[src/rtl/error_source_arbiter.sv]
// Error source arbiter: per-source holding registers, round-robin grant to the error FIFO, overrun statistics.
// Optional build macro ERR_ARB_SRC0_PRIORITY_EN gives source 0 fixed priority over the round-robin sources.
module error_source_arbiter #(
  parameter int NSRC = 5,
  parameter int DW   = 64,
  parameter int CW   = 16
) (
  input  logic               CLK,
  input  logic               RESET,
  input  logic [NSRC-1:0]    SRC_STB,
  input  logic [NSRC*DW-1:0] SRC_ECD,
  output logic               WVALID,
  input  logic               WREADY,
  output logic [DW-1:0]      WDATA,
  output logic [2:0]         WSRC,
  output logic [NSRC-1:0]    OVERRUN,
  output logic [CW-1:0]      DROP_CNT,
  input  logic               CLR_STAT
);

  logic [DW-1:0]   hold_p0 [NSRC];
  logic [NSRC-1:0] pend_p0;
  logic [2:0]      rr_ptr;

  logic            free;
  logic            gnt_any;
  logic [2:0]      gnt_idx;
  logic [NSRC-1:0] gnt_oh;
  logic [DW-1:0]   gnt_data;
  logic [NSRC-1:0] drop;
  logic [3:0]      drop_num;

  function automatic logic [3:0] drop_count(input logic [NSRC-1:0] v);
    logic [3:0] n;
    n = '0;
    for (int i = 0; i < NSRC; i++) n = n + {3'd0, v[i]};
    return n;
  endfunction

  function automatic logic [CW-1:0] cnt_sat(input logic [CW-1:0] cnt, input logic [3:0] n);
    logic [CW:0] sum;
    sum = {1'b0, cnt} + (CW+1)'(n);
    return sum[CW] ? '1 : sum[CW-1:0];
  endfunction

  assign free = ~WVALID | WREADY;

  always_comb begin
    int idx;
    gnt_any = 1'b0;
    gnt_idx = '0;
    idx     = 0;
    if (free) begin
`ifdef ERR_ARB_SRC0_PRIORITY_EN
      if (pend_p0[0]) gnt_any = 1'b1;
`endif
      for (int k = 0; k < NSRC; k++) begin
        idx = int'(rr_ptr) + k;
        if (idx >= NSRC) idx = idx - NSRC;
        if (!gnt_any && pend_p0[idx]) begin
          gnt_any = 1'b1;
          gnt_idx = 3'(idx);
        end
      end
    end
  end

  always_comb begin
    gnt_data = '0;
    for (int i = 0; i < NSRC; i++) begin
      gnt_oh[i] = gnt_any && (gnt_idx == 3'(i));
      if (gnt_oh[i]) gnt_data = hold_p0[i];
    end
  end

  // A strobe on a source being granted this cycle refills its slot instead of dropping
  assign drop     = SRC_STB & pend_p0 & ~gnt_oh;
  assign drop_num = drop_count(drop);

  // p0: per-source capture
  always_ff @(posedge CLK) begin
    for (int i = 0; i < NSRC; i++)
      if (SRC_STB[i] && (!pend_p0[i] || gnt_oh[i])) hold_p0[i] <= SRC_ECD[i*DW +: DW];
  end

  // p1: grant into the output register and statistics
  always_ff @(posedge CLK) begin
    if (RESET) begin
      pend_p0  <= '0;
      rr_ptr   <= '0;
      WVALID   <= 1'b0;
      WDATA    <= '0;
      WSRC     <= '0;
      OVERRUN  <= '0;
      DROP_CNT <= '0;
    end else begin
      for (int i = 0; i < NSRC; i++) begin
        if (SRC_STB[i] && (!pend_p0[i] || gnt_oh[i])) pend_p0[i] <= 1'b1;
        else if (gnt_oh[i])                           pend_p0[i] <= 1'b0;
      end
      if (free) WVALID <= gnt_any;
      if (gnt_any) begin
        WDATA <= gnt_data;
        WSRC  <= gnt_idx;
`ifdef ERR_ARB_SRC0_PRIORITY_EN
        if (gnt_idx != 3'd0)
`endif
        rr_ptr <= (gnt_idx == 3'(NSRC-1)) ? 3'd0 : gnt_idx + 3'd1;
      end
      if (CLR_STAT) begin
        OVERRUN  <= drop;
        DROP_CNT <= cnt_sat('0, drop_num);
      end else begin
        OVERRUN  <= OVERRUN | drop;
        DROP_CNT <= cnt_sat(DROP_CNT, drop_num);
      end
    end
  end

endmodule

[config.mk]
export PLATFORM = sky130hd
export DESIGN_NAME = error_source_arbiter
export DESIGN_NICKNAME = d
export VERILOG_FILES = /design/src/rtl/error_source_arbiter.sv
export SDC_FILE = /design/constraint.sdc
export NUM_CORES = 1
export LEC_CHECK = 0
export BUFFER_PORTS_ARGS = -buffer_cell sky130_fd_sc_hd__buf_2
export CAP_MARGIN = 20
export CORE_AREA = 2 2 258 133
export DETAILED_ROUTE_END_ITERATION = 8
export DIE_AREA = 0 0 260 135
export GPL_TIMING_DRIVEN = 0
export PLACE_DENSITY = 0.8
export SYNTH_ARGS = -nofsm -noshare
export SYNTH_HDL_FRONTEND = slang
export SYNTH_SLANG_ARGS = --single-unit
[constraint.sdc]
create_clock -name CLK -period 13.25 [get_ports CLK]
set_clock_uncertainty 0.2 [all_clocks]
set_input_delay 0.6625 -clock CLK [delete_from_list [all_inputs] [get_ports CLK]]
set_output_delay 0.6625 -clock CLK [all_outputs]
set_load 0.005 [all_outputs]
==> parameters.txt, run 1 <==
Parameter                              Value

Run status
  Result of the run ... complete, no violations

Route
  DRC Markers ... 0
  Iter 0 DRT Violations ... 2045
  Detailed Routing Iterations Pass 1 ... 6
  Total via count after detailed routing ... 14.26k
  Vias per cell ... 6.054
  Final routed wire length divided by cell count ... 24.93 µm
  Final routed wirelength across all metal layers ... 58730 µm
  Remaining number of nets flagged by the antenna check after routing ... 0

Worst setup path
  Setup slack, reg-to-reg ... 3290 ps
  Top cell by count, worst path ... sky130_fd_sc_hd__inv_1
  Worst Setup Start Kind ... flop
  Critical path type ... reg2reg
  CP required ... 13500 ps
  Crit Path Max Fanout ... 11
  Slowest stage cell on the critical path ... sky130_fd_sc_hd__o31ai_1
  Max incr delay on CP ... 700 ps
  CP arrival ... 10210 ps
  Critical path endpoint category ... flop

Logic synthesis
  Async set-reset flop share out of synthesis ... 0%
  Yosys reg bits ... 417
  Number of distinct library cells after synthesis ... 75
  YS warnings ... 0
  Primary flip-flop cell chosen by synthesis mapping ... sky130_fd_sc_hd__edfxtp_1
  Number of enable-type register cells in the synthesized netlist ... 320
  Post-synthesis area per instance ... 12.43 µm²
  Area of the mapped netlist ... 17520 µm²
  Count of mapped cells out of synthesis ... 1409
  Net count of the mapped netlist ... 1762
  Sequential cell area fraction in the yosys report ... 65.94%

Place
  Gp weighted congestion ... 0.9763
  Port-buffer cells ... 416
  Detail Placement HPWL ... 42660 µm
  Placed insts ... 2274

GRT
  Aggregate global routing overflow ... 0
  Number of global-route vias before repair ... 13.68k
  Antenna violations before repair ... 15
  Largest net degree at the start of global routing ... 49
  Wire length of the first global-routing pass ... 84730 µm
  Total GRT Usage ... 32.96%

Timing
  Time the worst path needs with I/O delays and setup ... 9956 ps
  Period Utilization, post-route ... 75.14%
  Final hold violation count ... 0
  Relative slew slack ... 30.88%
  Worst-Margin Slew ... 1037 ps
  Total of endpoints with negative setup slack in the final report ... 0
  RSZ-0062 raised after global routing ... no
  Max Clock Freq ... 100.4 MHz
  Final count of pins violating max slew ... 0

Floorplanning
  Initial Utilization ... 53.67%
  Die Footprint ... 35100 µm²
  Core area ... 32640 µm²
  Standard-cell rows ... 47
  Num ports ... 418
  Height of the die ... 135 µm
  Die width ... 260 µm

Flow run
  Count of max-cap constraint violations ... 0

CTS
  Number of buffers added by the clock tree synthesis step ... 38
  Post-cts gate resize count ... 0
  Insertion delay of the later-clocked pin in the worst-skew pair ... 550 ps
  Clock slew seen by the registers of the worst setup and hold paths ... 70 ps
  Hold_buf cts ... 0
  Level count of the clock H-tree ... 2
  CTS Buffer Depth ... 3
  TritonCTS clock tree ... yes
  Cell at the root of the clock tree ... sky130_fd_sc_hd__clkbuf_16
  Setup Buffers After CTS ... 0
  Clock net sink count ... 417

Finish
  Register area ... 11550 µm²
  Final Non-Filler Cells ... 2356
  Layout cell share with drive strength beyond 1 ... 29.88%
  Area taken by multi-input logic gates ... 5455 µm²
  Layout Nets ... 2227
  Area Overhead vs Synth ... 23.38%
  Fill cell instance count of the final layout ... 2468

Min path
  Worst min-delay path class ... in2reg
sequential cells by signal, summed over array words and instances, names as in the netlist:
| name | flops |
|---|---|
| WVALID | 1 |
| OVERRUN | 5 |
| rr_ptr | 3 |
| WDATA | 64 |
| hold_p0 | 320 |
| pend_p0 | 5 |
| DROP_CNT | 16 |
| WSRC | 3 |
worst max-delay path: cells and delay by family, from the launching register on:
kind            cells  cell delay (ps)
buf+inv             8             1920
flops               1              660
simple gates        6             1820
mux                 1              280
compound gates      7             2600
fa+ha+maj           7             2370
final cells by class:
type,instances,area share [%]
Multi-Input combinational cell,869,25.24
Timing Repair Buffer,425,10.54
Buffer,102,2.159
Antenna cell,11,0.1274
Clock buffer,61,5.031
Sequential cell,417,53.45
Clock inverter,9,0.5384
Tap cell,441,2.553
Inverter,21,0.3647
cells in the mapped netlist, types with 19 or more instances:
library cell | n | area, µm²
sky130_fd_sc_hd__edfxtp_1 | 320 | 9609
sky130_fd_sc_hd__nand2_1 | 163 | 611.8
sky130_fd_sc_hd__a21oi_1 | 132 | 660.6
sky130_fd_sc_hd__dfxtp_1 | 97 | 1942
sky130_fd_sc_hd__o21ai_0 | 96 | 480.5
sky130_fd_sc_hd__clkbuf_1 | 73 | 274.0
sky130_fd_sc_hd__nor2_1 | 64 | 240.2
sky130_fd_sc_hd__nand3_1 | 43 | 215.2
sky130_fd_sc_hd__o21ai_1 | 42 | 210.2
sky130_fd_sc_hd__and3_1 | 38 | 237.7
sky130_fd_sc_hd__nand3b_1 | 37 | 277.8
sky130_fd_sc_hd__o31ai_1 | 36 | 270.3
sky130_fd_sc_hd__a22oi_1 | 33 | 247.7
sky130_fd_sc_hd__a221oi_2 | 31 | 465.5
sky130_fd_sc_hd__ha_1 | 21 | 262.8
sky130_fd_sc_hd__inv_1 | 20 | 75.07
sky130_fd_sc_hd__buf_2 | 19 | 95.09
metrics by stage:
stage / cell area (µm²) / TNS, ps / hold WS (ps) / worst slack, ps / util, %
after detailed placement: 20370 / 0 / 244.0 / 3685 / 62.41
after global routing: 21610 / 0 / 68.11 / 2905 / 66.22
after floorplan: 17520 / 0 / 244.3 / 3536 / -
after global placement: 20150 / -157660 / 243.6 / -1376 / 61.74
final: 21610 / 0 / 78.50 / 3294 / 66.22
after CTS: 21570 / 0 / 72.36 / 3650 / 66.10
metal layers:
layer	vias to the layer above	share of wire [%]	track usage, %
met2	953	44	48.82
met1	6938	43	48.30
met3	131	11	7.695
met5	-	0.087	0
li1	6233	-	-
met4	8	2.8	10.41
layout by cell type, fill, tap and decap left out, types with 36 or more instances in the layout:
cell and n:
sky130_fd_sc_hd__buf_2 435, sky130_fd_sc_hd__edfxtp_1 320, sky130_fd_sc_hd__nand2_1 163, sky130_fd_sc_hd__a21oi_1 132, sky130_fd_sc_hd__dfxtp_1 97, sky130_fd_sc_hd__o21ai_0 96
sky130_fd_sc_hd__clkbuf_1 91, sky130_fd_sc_hd__nor2_1 64, sky130_fd_sc_hd__nand3_1 43, sky130_fd_sc_hd__o21ai_1 42, sky130_fd_sc_hd__and3_1 38, sky130_fd_sc_hd__clkbuf_16 38
sky130_fd_sc_hd__nand3b_1 37, sky130_fd_sc_hd__o31ai_1 36
path summary, 6_finish.rpt:
path,endpoint,cells past startpoint,from
worst min register to register,WSRC[1]$_SDFFE_PP0P_,2,WSRC[1]$_SDFFE_PP0P_
worst max register to register,DROP_CNT[5]$_SDFF_PP0_,29,rr_ptr[1]$_SDFFE_PP0P_
worst max-delay path,DROP_CNT[5]$_SDFF_PP0_,29,rr_ptr[1]$_SDFFE_PP0P_
worst min-delay path,hold_p0[0][75]$_DFFE_PP_,1,SRC_ECD[75]
cell families after synthesis:
group                      synth area share (%)
AOI/OAI and AO/OA                         16.14
DFF                                       65.94
and+or+nand+nor                           11.05
buffers and inverters                     3.114
adders and majority gates                 1.843
muxes                                     1.171
xor gates and xnor gates                 0.7429
Power of run 1 is not shown: default switching activity piles up to over one toggle a cycle in this logic, so the estimate is an artifact.
==> run 2: changes to the inputs <==
--- a/config.mk
+++ b/config.mk
@@ -7,11 +7,11 @@
 export LEC_CHECK = 0
 export BUFFER_PORTS_ARGS = -buffer_cell sky130_fd_sc_hd__buf_2
 export CAP_MARGIN = 20
-export CORE_AREA = 2 2 258 133
+export CORE_AREA = 2 2 271 139
 export DETAILED_ROUTE_END_ITERATION = 8
-export DIE_AREA = 0 0 260 135
+export DIE_AREA = 0 0 273 141
 export GPL_TIMING_DRIVEN = 0
-export PLACE_DENSITY = 0.8
+export PLACE_DENSITY = 0.76
 export SYNTH_ARGS = -nofsm -noshare
 export SYNTH_HDL_FRONTEND = slang
 export SYNTH_SLANG_ARGS = --single-unit
==> constraint.sdc (replaced) <==
create_clock -name CLK -period 8.79 [get_ports CLK]
set_clock_uncertainty 0.2 [all_clocks]
set_input_delay 0.4395 -clock CLK [delete_from_list [all_inputs] [get_ports CLK]]
set_output_delay 0.4395 -clock CLK [all_outputs]
set_load 0.005 [all_outputs]
==> parameters.txt, run 2 (synthesis results as in run 1) <==
Parameter                              Value

Run status
  Result of the run ... complete, no violations

Finish
  Final Non-Filler Cells ... 2740 (+16%)
  Layout Nets ... 2557 (+15%)
  Most frequent cells in the layout ... sky130_fd_sc_hd__buf_2, sky130_fd_sc_hd__dlygate4sd3_1, sky130_fd_sc_hd__edfxtp_1, sky130_fd_sc_hd__nand2_1, sky130_fd_sc_hd__a21oi_1
  Register name with the most flops ... hold_p0
  Final core area utilization ... 68.83% (+2.6 points)
  Largest register FFs ... 320 (unchanged)
  Commonest non-fill, non-tap cell in the layout ... sky130_fd_sc_hd__buf_2
  Registers with the most flip-flops ... hold_p0 (320), WDATA (64), DROP_CNT (16)
  Layout cell share with drive strength beyond 1 ... 26.98% (-2.9 points)
  Area Overhead vs Synth ... 43.56%

GRT
  Number of global-route vias before repair ... 16.15k (+18%)
  Largest net degree at the start of global routing ... 48 (-2.0%)
  Aggregate global routing overflow ... 0 (unchanged)
  Antenna violations before repair ... 11 (-4)
  Wire length of the first global-routing pass ... 96720 µm (+14%)
  Total GRT Usage ... 33.76% (+0.79 points)

Floorplanning
  Die width ... 273 µm (+5.0%)
  Num ports ... 418 (unchanged)
  Core area ... 36540 µm² (+12%)
  Standard-cell rows ... 50 (+6.4%)
  Die Footprint ... 38490 µm² (+9.7%)
  Initial Utilization ... 47.95% (-5.7 points)
  Height of the die ... 141 µm (+4.4%)

CTS
  Cell at the root of the clock tree ... sky130_fd_sc_hd__clkbuf_16
  Clock slew seen by the registers of the worst setup and hold paths ... 70 ps (about the same)
  TritonCTS clock tree ... yes
  Clock net sink count ... 417 (unchanged)
  Insertion delay of the later-clocked pin in the worst-skew pair ... 560 ps (about the same)
  CTS Buffer Depth ... 3 (unchanged)
  Number of buffers added by the clock tree synthesis step ... 39 (+2.6%)
  Level count of the clock H-tree ... 2 (unchanged)

Timing
  Relative slew slack ... 28.77% (-2.1 points)
  Final worst hold slack ... 145.0 ps (+66.53 ps)
  Total Negative Setup Slacks ... 0 ps (unchanged)
  Worst-Margin Slew ... 1068 ps (+31.51 ps)
  Max Clock Freq ... 118.1 MHz (+18%)
  Final hold violation count ... 0 (unchanged)
  Period Utilization, post-route ... 96.30% (+21 points)
  Time the worst path needs with I/O delays and setup ... 8465 ps (-1491 ps)
  Total of endpoints with negative setup slack in the final report ... 0 (unchanged)
  Final count of pins violating max slew ... 0 (unchanged)

Worst setup path
  Worst Reg2Reg Path Length in Cells ... 29 (unchanged)
  Critical path endpoint category ... flop
  CP arrival ... 8740 ps (-1470 ps)
  Terminus of the critical flop-to-flop path ... DROP_CNT[8]$_SDFF_PP0_
  Worst Setup Start Kind ... flop
  Max incr delay on CP ... 640 ps (-60 ps)
  Beginning of the worst register-to-register path ... rr_ptr[2]$_SDFFE_PP0P_
  CP required ... 9070 ps (-4430 ps)
  Setup slack, reg-to-reg ... 320 ps (-2970 ps)
  Critical path type ... reg2reg
  Crit Path Max Fanout ... 10 (-1)
  Slowest stage cell on the critical path ... sky130_fd_sc_hd__fa_1

Route
  Iter 0 DRT Violations ... 2006 (-1.9%)
  Remaining number of nets flagged by the antenna check after routing ... 0 (unchanged)
  Detailed Routing Iterations Pass 1 ... 6 (unchanged)
  Final routed wire length divided by cell count ... 24.33 µm (-2.4%)
  DRC Markers ... 0 (unchanged)
  Final routed wirelength across all metal layers ... 66670 µm (+14%)
  Vias per cell ... 5.872 (-3.0%)
  Total via count after detailed routing ... 16.09k (+13%)

Min path
  Hold Crit Start ... RESET
  Worst min-delay path class ... in2reg
  Hold-critical path depth ... 3 (+2)
  Sink of the worst hold path ... DROP_CNT[6]$_SDFF_PP0_

Place
  Detail Placement HPWL ... 41700 µm (-2.3%)
  Port-buffer cells ... 416 (unchanged)
  Gp weighted congestion ... 0.9465 (-3.1%)
  Placed insts ... 2327 (+2.3%)

Power
  Overall power after layout ... 0.01159 W
  Ratio of total power to cell area ... 460.8 nW/µm²
  Leakage component of the power ... 9.789 nW
  Worst IR Drop VDD ... 0.0004684 V

Flow run
  Count of max-cap constraint violations ... 0 (unchanged)
[run 2: cell types whose count changed in the layout (fill, tap and decap cells not counted), moves of 3 or more]
cell	previous run	this run
sky130_fd_sc_hd__ha_1	21	18
sky130_fd_sc_hd__clkbuf_1	91	72
sky130_fd_sc_hd__clkbuf_8	5	2
sky130_fd_sc_hd__clkinv_1	0	6
sky130_fd_sc_hd__clkinvlp_4	1	6
sky130_fd_sc_hd__clkbuf_2	0	4
sky130_fd_sc_hd__dlygate4sd3_1	0	325
sky130_fd_sc_hd__buf_4	0	6
[run 2: timing repair]
action	CTS	global route
hold endpoints to repair	327	0
hold buffers	325	0
cloned	0	1
setup endpoints to repair	16	16
resized for setup	14	19
buffers inserted	3	3
pin swaps	1	0
[run 2: final cells by class]
cell class | instances | area (µm²)
Clock inverter | 24 | 240.2
Antenna cell | 11 | 27.53
Timing Repair Buffer | 755 | 5563
Fill cell | 2457 | 11390
Inverter | 21 | 82.58
Buffer | 100 | 469.2
Sequential cell | 417 | 11550
Multi-Input combinational cell | 869 | 5559
Clock buffer | 48 | 1030
Timing Repair inverter | 1 | 5.005
Tap cell | 494 | 618.1
[run 2: routing by layer]
| metal | track usage, % | vias to the layer above | wire length [µm] |
|---|---|---|---|
| met4 | 13.57 | 0 | 2840 |
| met2 | 54.43 | 1135 | 30800 |
| li1 | - | 6903 | - |
| met1 | 44.12 | 7829 | 25850 |
| met5 | 0 | - | 0 |
| met3 | 8.312 | 222 | 7177 |
[run 2: worst max-delay path by stage]
| stage | start | endpoint |
|---|---|---|
| 2_1_floorplan | rr_ptr[1]$_SDFFE_PP0P_ | hold_p0[0][192]$_DFFE_PP_ |
| 3_3_place_gp | rr_ptr[1]$_SDFFE_PP0P_ | hold_p0[0][270]$_DFFE_PP_ |
| 5_1_grt | rr_ptr[0]$_SDFFE_PP0P_ | DROP_CNT[8]$_SDFF_PP0_ |
| 3_5_place_dp | rr_ptr[1]$_SDFFE_PP0P_ | DROP_CNT[8]$_SDFF_PP0_ |
| 6_report | rr_ptr[2]$_SDFFE_PP0P_ | DROP_CNT[8]$_SDFF_PP0_ |
| 4_1_cts | rr_ptr[1]$_SDFFE_PP0P_ | DROP_CNT[8]$_SDFF_PP0_ |
[run 2: stage by stage]
stage | setup WS (ps) | cell area [µm²]
floorplan | 762.0 | 17520
global placement | -3551 | 20220
global route | -29.70 | 25150
CTS | 97.62 | 25030
detailed placement | -1121 | 20430
finish | 325.0 | 25150
[run 2: worst max-delay path: cells and delay by family, from the launching register on]
kind | cells | cell delay (ps)
AOI/OAI and AO/OA | 6 | 1690
adders and majority gates | 6 | 2180
buffers and inverters | 8 | 1610
DFF | 1 | 480
muxes | 1 | 380
and+or+nand+nor | 8 | 1800
[run 2: where the power goes]
group	total [W]	switching [W]	leakage [nW]	internal (W)
logic	0.00707	0.00481	5.33	0.00226
clock network	0.00176	0.000796	0.607	0.000960
registers	0.00276	0.000151	3.85	0.00261
(Power assumes the default switching activity.)
==> run 3: changes to the inputs <==
--- a/config.mk
+++ b/config.mk
@@ -6,12 +6,12 @@
 export NUM_CORES = 1
 export LEC_CHECK = 0
 export BUFFER_PORTS_ARGS = -buffer_cell sky130_fd_sc_hd__buf_2
-export CAP_MARGIN = 20
-export CORE_AREA = 2 2 271 139
+export CORE_AREA = 2 2 256 132
 export DETAILED_ROUTE_END_ITERATION = 8
-export DIE_AREA = 0 0 273 141
+export DIE_AREA = 0 0 258 134
 export GPL_TIMING_DRIVEN = 0
-export PLACE_DENSITY = 0.76
+export PLACE_DENSITY = 0.81
 export SYNTH_ARGS = -nofsm -noshare
 export SYNTH_HDL_FRONTEND = slang
 export SYNTH_SLANG_ARGS = --single-unit
+export TNS_END_PERCENT = 100
==> constraint.sdc (replaced) <==
create_clock -name CLK -period 10.1 [get_ports CLK]
set_clock_uncertainty 0.2 [all_clocks]
set_input_delay 0.505 -clock CLK [delete_from_list [all_inputs] [get_ports CLK]]
set_output_delay 0.505 -clock CLK [all_outputs]
set_load 0.005 [all_outputs]
==> parameters.txt, run 3 (synthesis results as in run 1) <==
Parameter                              Value

Route
  Final routed wire length divided by cell count ... 26.17 µm (+7.6%)
  Remaining number of nets flagged by the antenna check after routing ... 0 (unchanged)
  Vias per cell ... 6.131 (+4.4%)
  Final routed wirelength across all metal layers ... 69860 µm (+4.8%)
  DRC Markers ... 0 (unchanged)
  Iter 0 DRT Violations ... 2359 (+18%)
  Total via count after detailed routing ... 16.36k (+1.7%)
  Detailed Routing Iterations Pass 1 ... 5 (-1)

Finish
  Final Non-Filler Cells ... 2669 (-2.6%)
  Commonest non-fill, non-tap cell in the layout ... sky130_fd_sc_hd__buf_2
  Register area ... 11550 µm² (about the same)
  Largest register FFs ... 320 (unchanged)
  Layout cell share with drive strength beyond 1 ... 25.97% (-1.0 points)
  Fill cell instance count of the final layout ... 1951 (-21%)
  Register name with the most flops ... hold_p0
  Area Overhead vs Synth ... 41.92%
  Area taken by multi-input logic gates ... 5466 µm² (-1.7%)
  Registers with the most flip-flops ... hold_p0 (320), WDATA (64), DROP_CNT (16)
  Final Cell Area ... 24860 µm² (-1.1%)
  Most frequent cells in the layout ... sky130_fd_sc_hd__buf_2, sky130_fd_sc_hd__dlygate4sd3_1, sky130_fd_sc_hd__edfxtp_1, sky130_fd_sc_hd__nand2_1, sky130_fd_sc_hd__a21oi_1
  Layout Nets ... 2545 (-0.47%)

Timing
  Time the worst path needs with I/O delays and setup ... 9764 ps (+1299 ps)
  RSZ-0062 raised after global routing ... no
  Relative slew slack ... 30.50% (+1.7 points)
  Worst-Margin Slew ... 1043 ps (-25.82 ps)
  Final count of pins violating max slew ... 0 (unchanged)
  Final hold violation count ... 0 (unchanged)
  Max Clock Freq ... 102.4 MHz (-13%)
  Period Utilization, post-route ... 96.67% (+0.37 points)
  Post-route worst setup slack ... 336.4 ps (+11.43 ps)
  Total of endpoints with negative setup slack in the final report ... 0 (unchanged)
  Total Negative Setup Slacks ... 0 ps (unchanged)

Floorplanning
  Standard-cell rows ... 47 (-6.0%)
  Initial Utilization ... 54.06% (+6.1 points)
  Height of the die ... 134 µm (-5.0%)
  Die width ... 258 µm (-5.5%)
  Die Footprint ... 34570 µm² (-10%)
  Num ports ... 418 (unchanged)
  Core area ... 32400 µm² (-11%)

CTS
  Clock slew seen by the registers of the worst setup and hold paths ... 70 ps (about the same)
  TritonCTS clock tree ... yes
  CTS Buffer Depth ... 3 (unchanged)
  Cell at the root of the clock tree ... sky130_fd_sc_hd__clkbuf_16
  Level count of the clock H-tree ... 2 (unchanged)
  Setup Buffers After CTS ... 0 (-3)
  Insertion delay of the later-clocked pin in the worst-skew pair ... 550 ps (about the same)
  Clock net sink count ... 417 (unchanged)
  Number of buffers added by the clock tree synthesis step ... 38 (-2.6%)

GRT
  Wire length of the first global-routing pass ... 101800 µm (+5.2%)
  Antenna violations before repair ... 5 (-6)
  Aggregate global routing overflow ... 0 (unchanged)
  Total GRT Usage ... 39.65% (+5.9 points)
  Number of global-route vias before repair ... 16.82k (+4.1%)
  Largest net degree at the start of global routing ... 52 (+8.3%)

Flow run
  Count of max-cap constraint violations ... 0 (unchanged)

Place
  Detail Placement HPWL ... 42450 µm (+1.8%)
  Placed insts ... 2274 (-2.3%)
  Port-buffer cells ... 416 (unchanged)
  DP Area ... 20370 µm² (-0.32%)
  Gp weighted congestion ... 0.9474 (about the same)
  Worst slack, placed ... -135.2 ps (+985.7 ps)

Worst setup path
  Slowest stage cell on the critical path ... sky130_fd_sc_hd__dfxtp_1
  Crit Path Max Fanout ... 11 (+1)
  CP arrival ... 10040 ps (+1300 ps)
  Critical path endpoint category ... flop
  Worst Setup Start Kind ... flop
  Critical path type ... reg2reg
  Max incr delay on CP ... 660 ps (+20 ps)
  CP required ... 10380 ps (+1310 ps)

Power
  Ratio of total power to cell area ... 406.2 nW/µm² (-12%)
  Leakage component of the power ... 9.725 nW (-0.66%)
  Worst IR Drop VDD ... 0.0002684 V (-43%)

Run status
  Result of the run ... complete, no violations

Min path
  Worst min-delay path class ... in2reg
==> run 3: worst paths after layout <==
kind | from | cells past startpoint | to | slack [ps]
hold / removal | SRC_STB[2] | 3 | pend_p0[2]$_SDFFE_PP0P_ | 7
setup / recovery | rr_ptr[1]$_SDFFE_PP0P_ | 30 | DROP_CNT[10]$_SDFF_PP0_ | 340
hold reg to reg | OVERRUN[2]$_SDFF_PP0_ | 2 | OVERRUN[2]$_SDFF_PP0_ | 270
setup reg to reg | rr_ptr[1]$_SDFFE_PP0P_ | 30 | DROP_CNT[10]$_SDFF_PP0_ | 340
==> run 3: area by class of cell <==
class / instances / area share (%)
buffer: 100 / 1.862
clock buffer: 56 / 4.384
multi-input combinational: 869 / 21.99
inverter: 21 / 0.3171
timing repair buffer: 745 / 22.03
clock inverter: 14 / 0.6694
antenna: 6 / 0.06040
sequential: 417 / 46.46
tap: 441 / 2.220
==> run 3: metal layers <==
layer / vias up / routed length, µm / GRT usage [%]
met3: 274 / 8461 / 9.996
li1: 6871 / - / -
met5: - / 13 / 0
met2: 1386 / 32510 / 64.49
met4: 2 / 3354 / 17.85
met1: 7830 / 25520 / 50.71
==> run 3: what timing repair did <==
item | CTS | global route
hold buffers | 321 | 0
endpoints found under the setup margin | 10 | 16
resized for setup | 1 | 9
endpoints found under the hold margin | 321 | 0
==> run 3: per-stage QoR <==
| step | total power [W] | hold WS [ps] | util, % |
|---|---|---|---|
| global route | 0.01051 | 13.03 | 76.71 |
| global placement | 0.007902 | 241.9 | 62.19 |
| finish | 0.01010 | 6.970 | 76.72 |
| detailed placement | 0.008075 | 242.4 | 62.86 |
| CTS | 0.009672 | 0.6272 | 76.65 |
| floorplan | 0.006117 | 244.3 | - |
==> run 3: where the power goes <==
group          switching (W)  internal, W
sequential          0.000146      0.00227
combinational        0.00424      0.00192
clock               0.000691     0.000836
==> run 3: critical path: cells and delay by family, from the launching register on <==
family,cells,cell delay [ps]
AO/OA/AOI/OAI,11,2880
adder cells (fa/ha/maj),6,2430
buffers and inverters,8,2120
AND/OR/NAND/NOR,5,1390
flip-flops,1,660
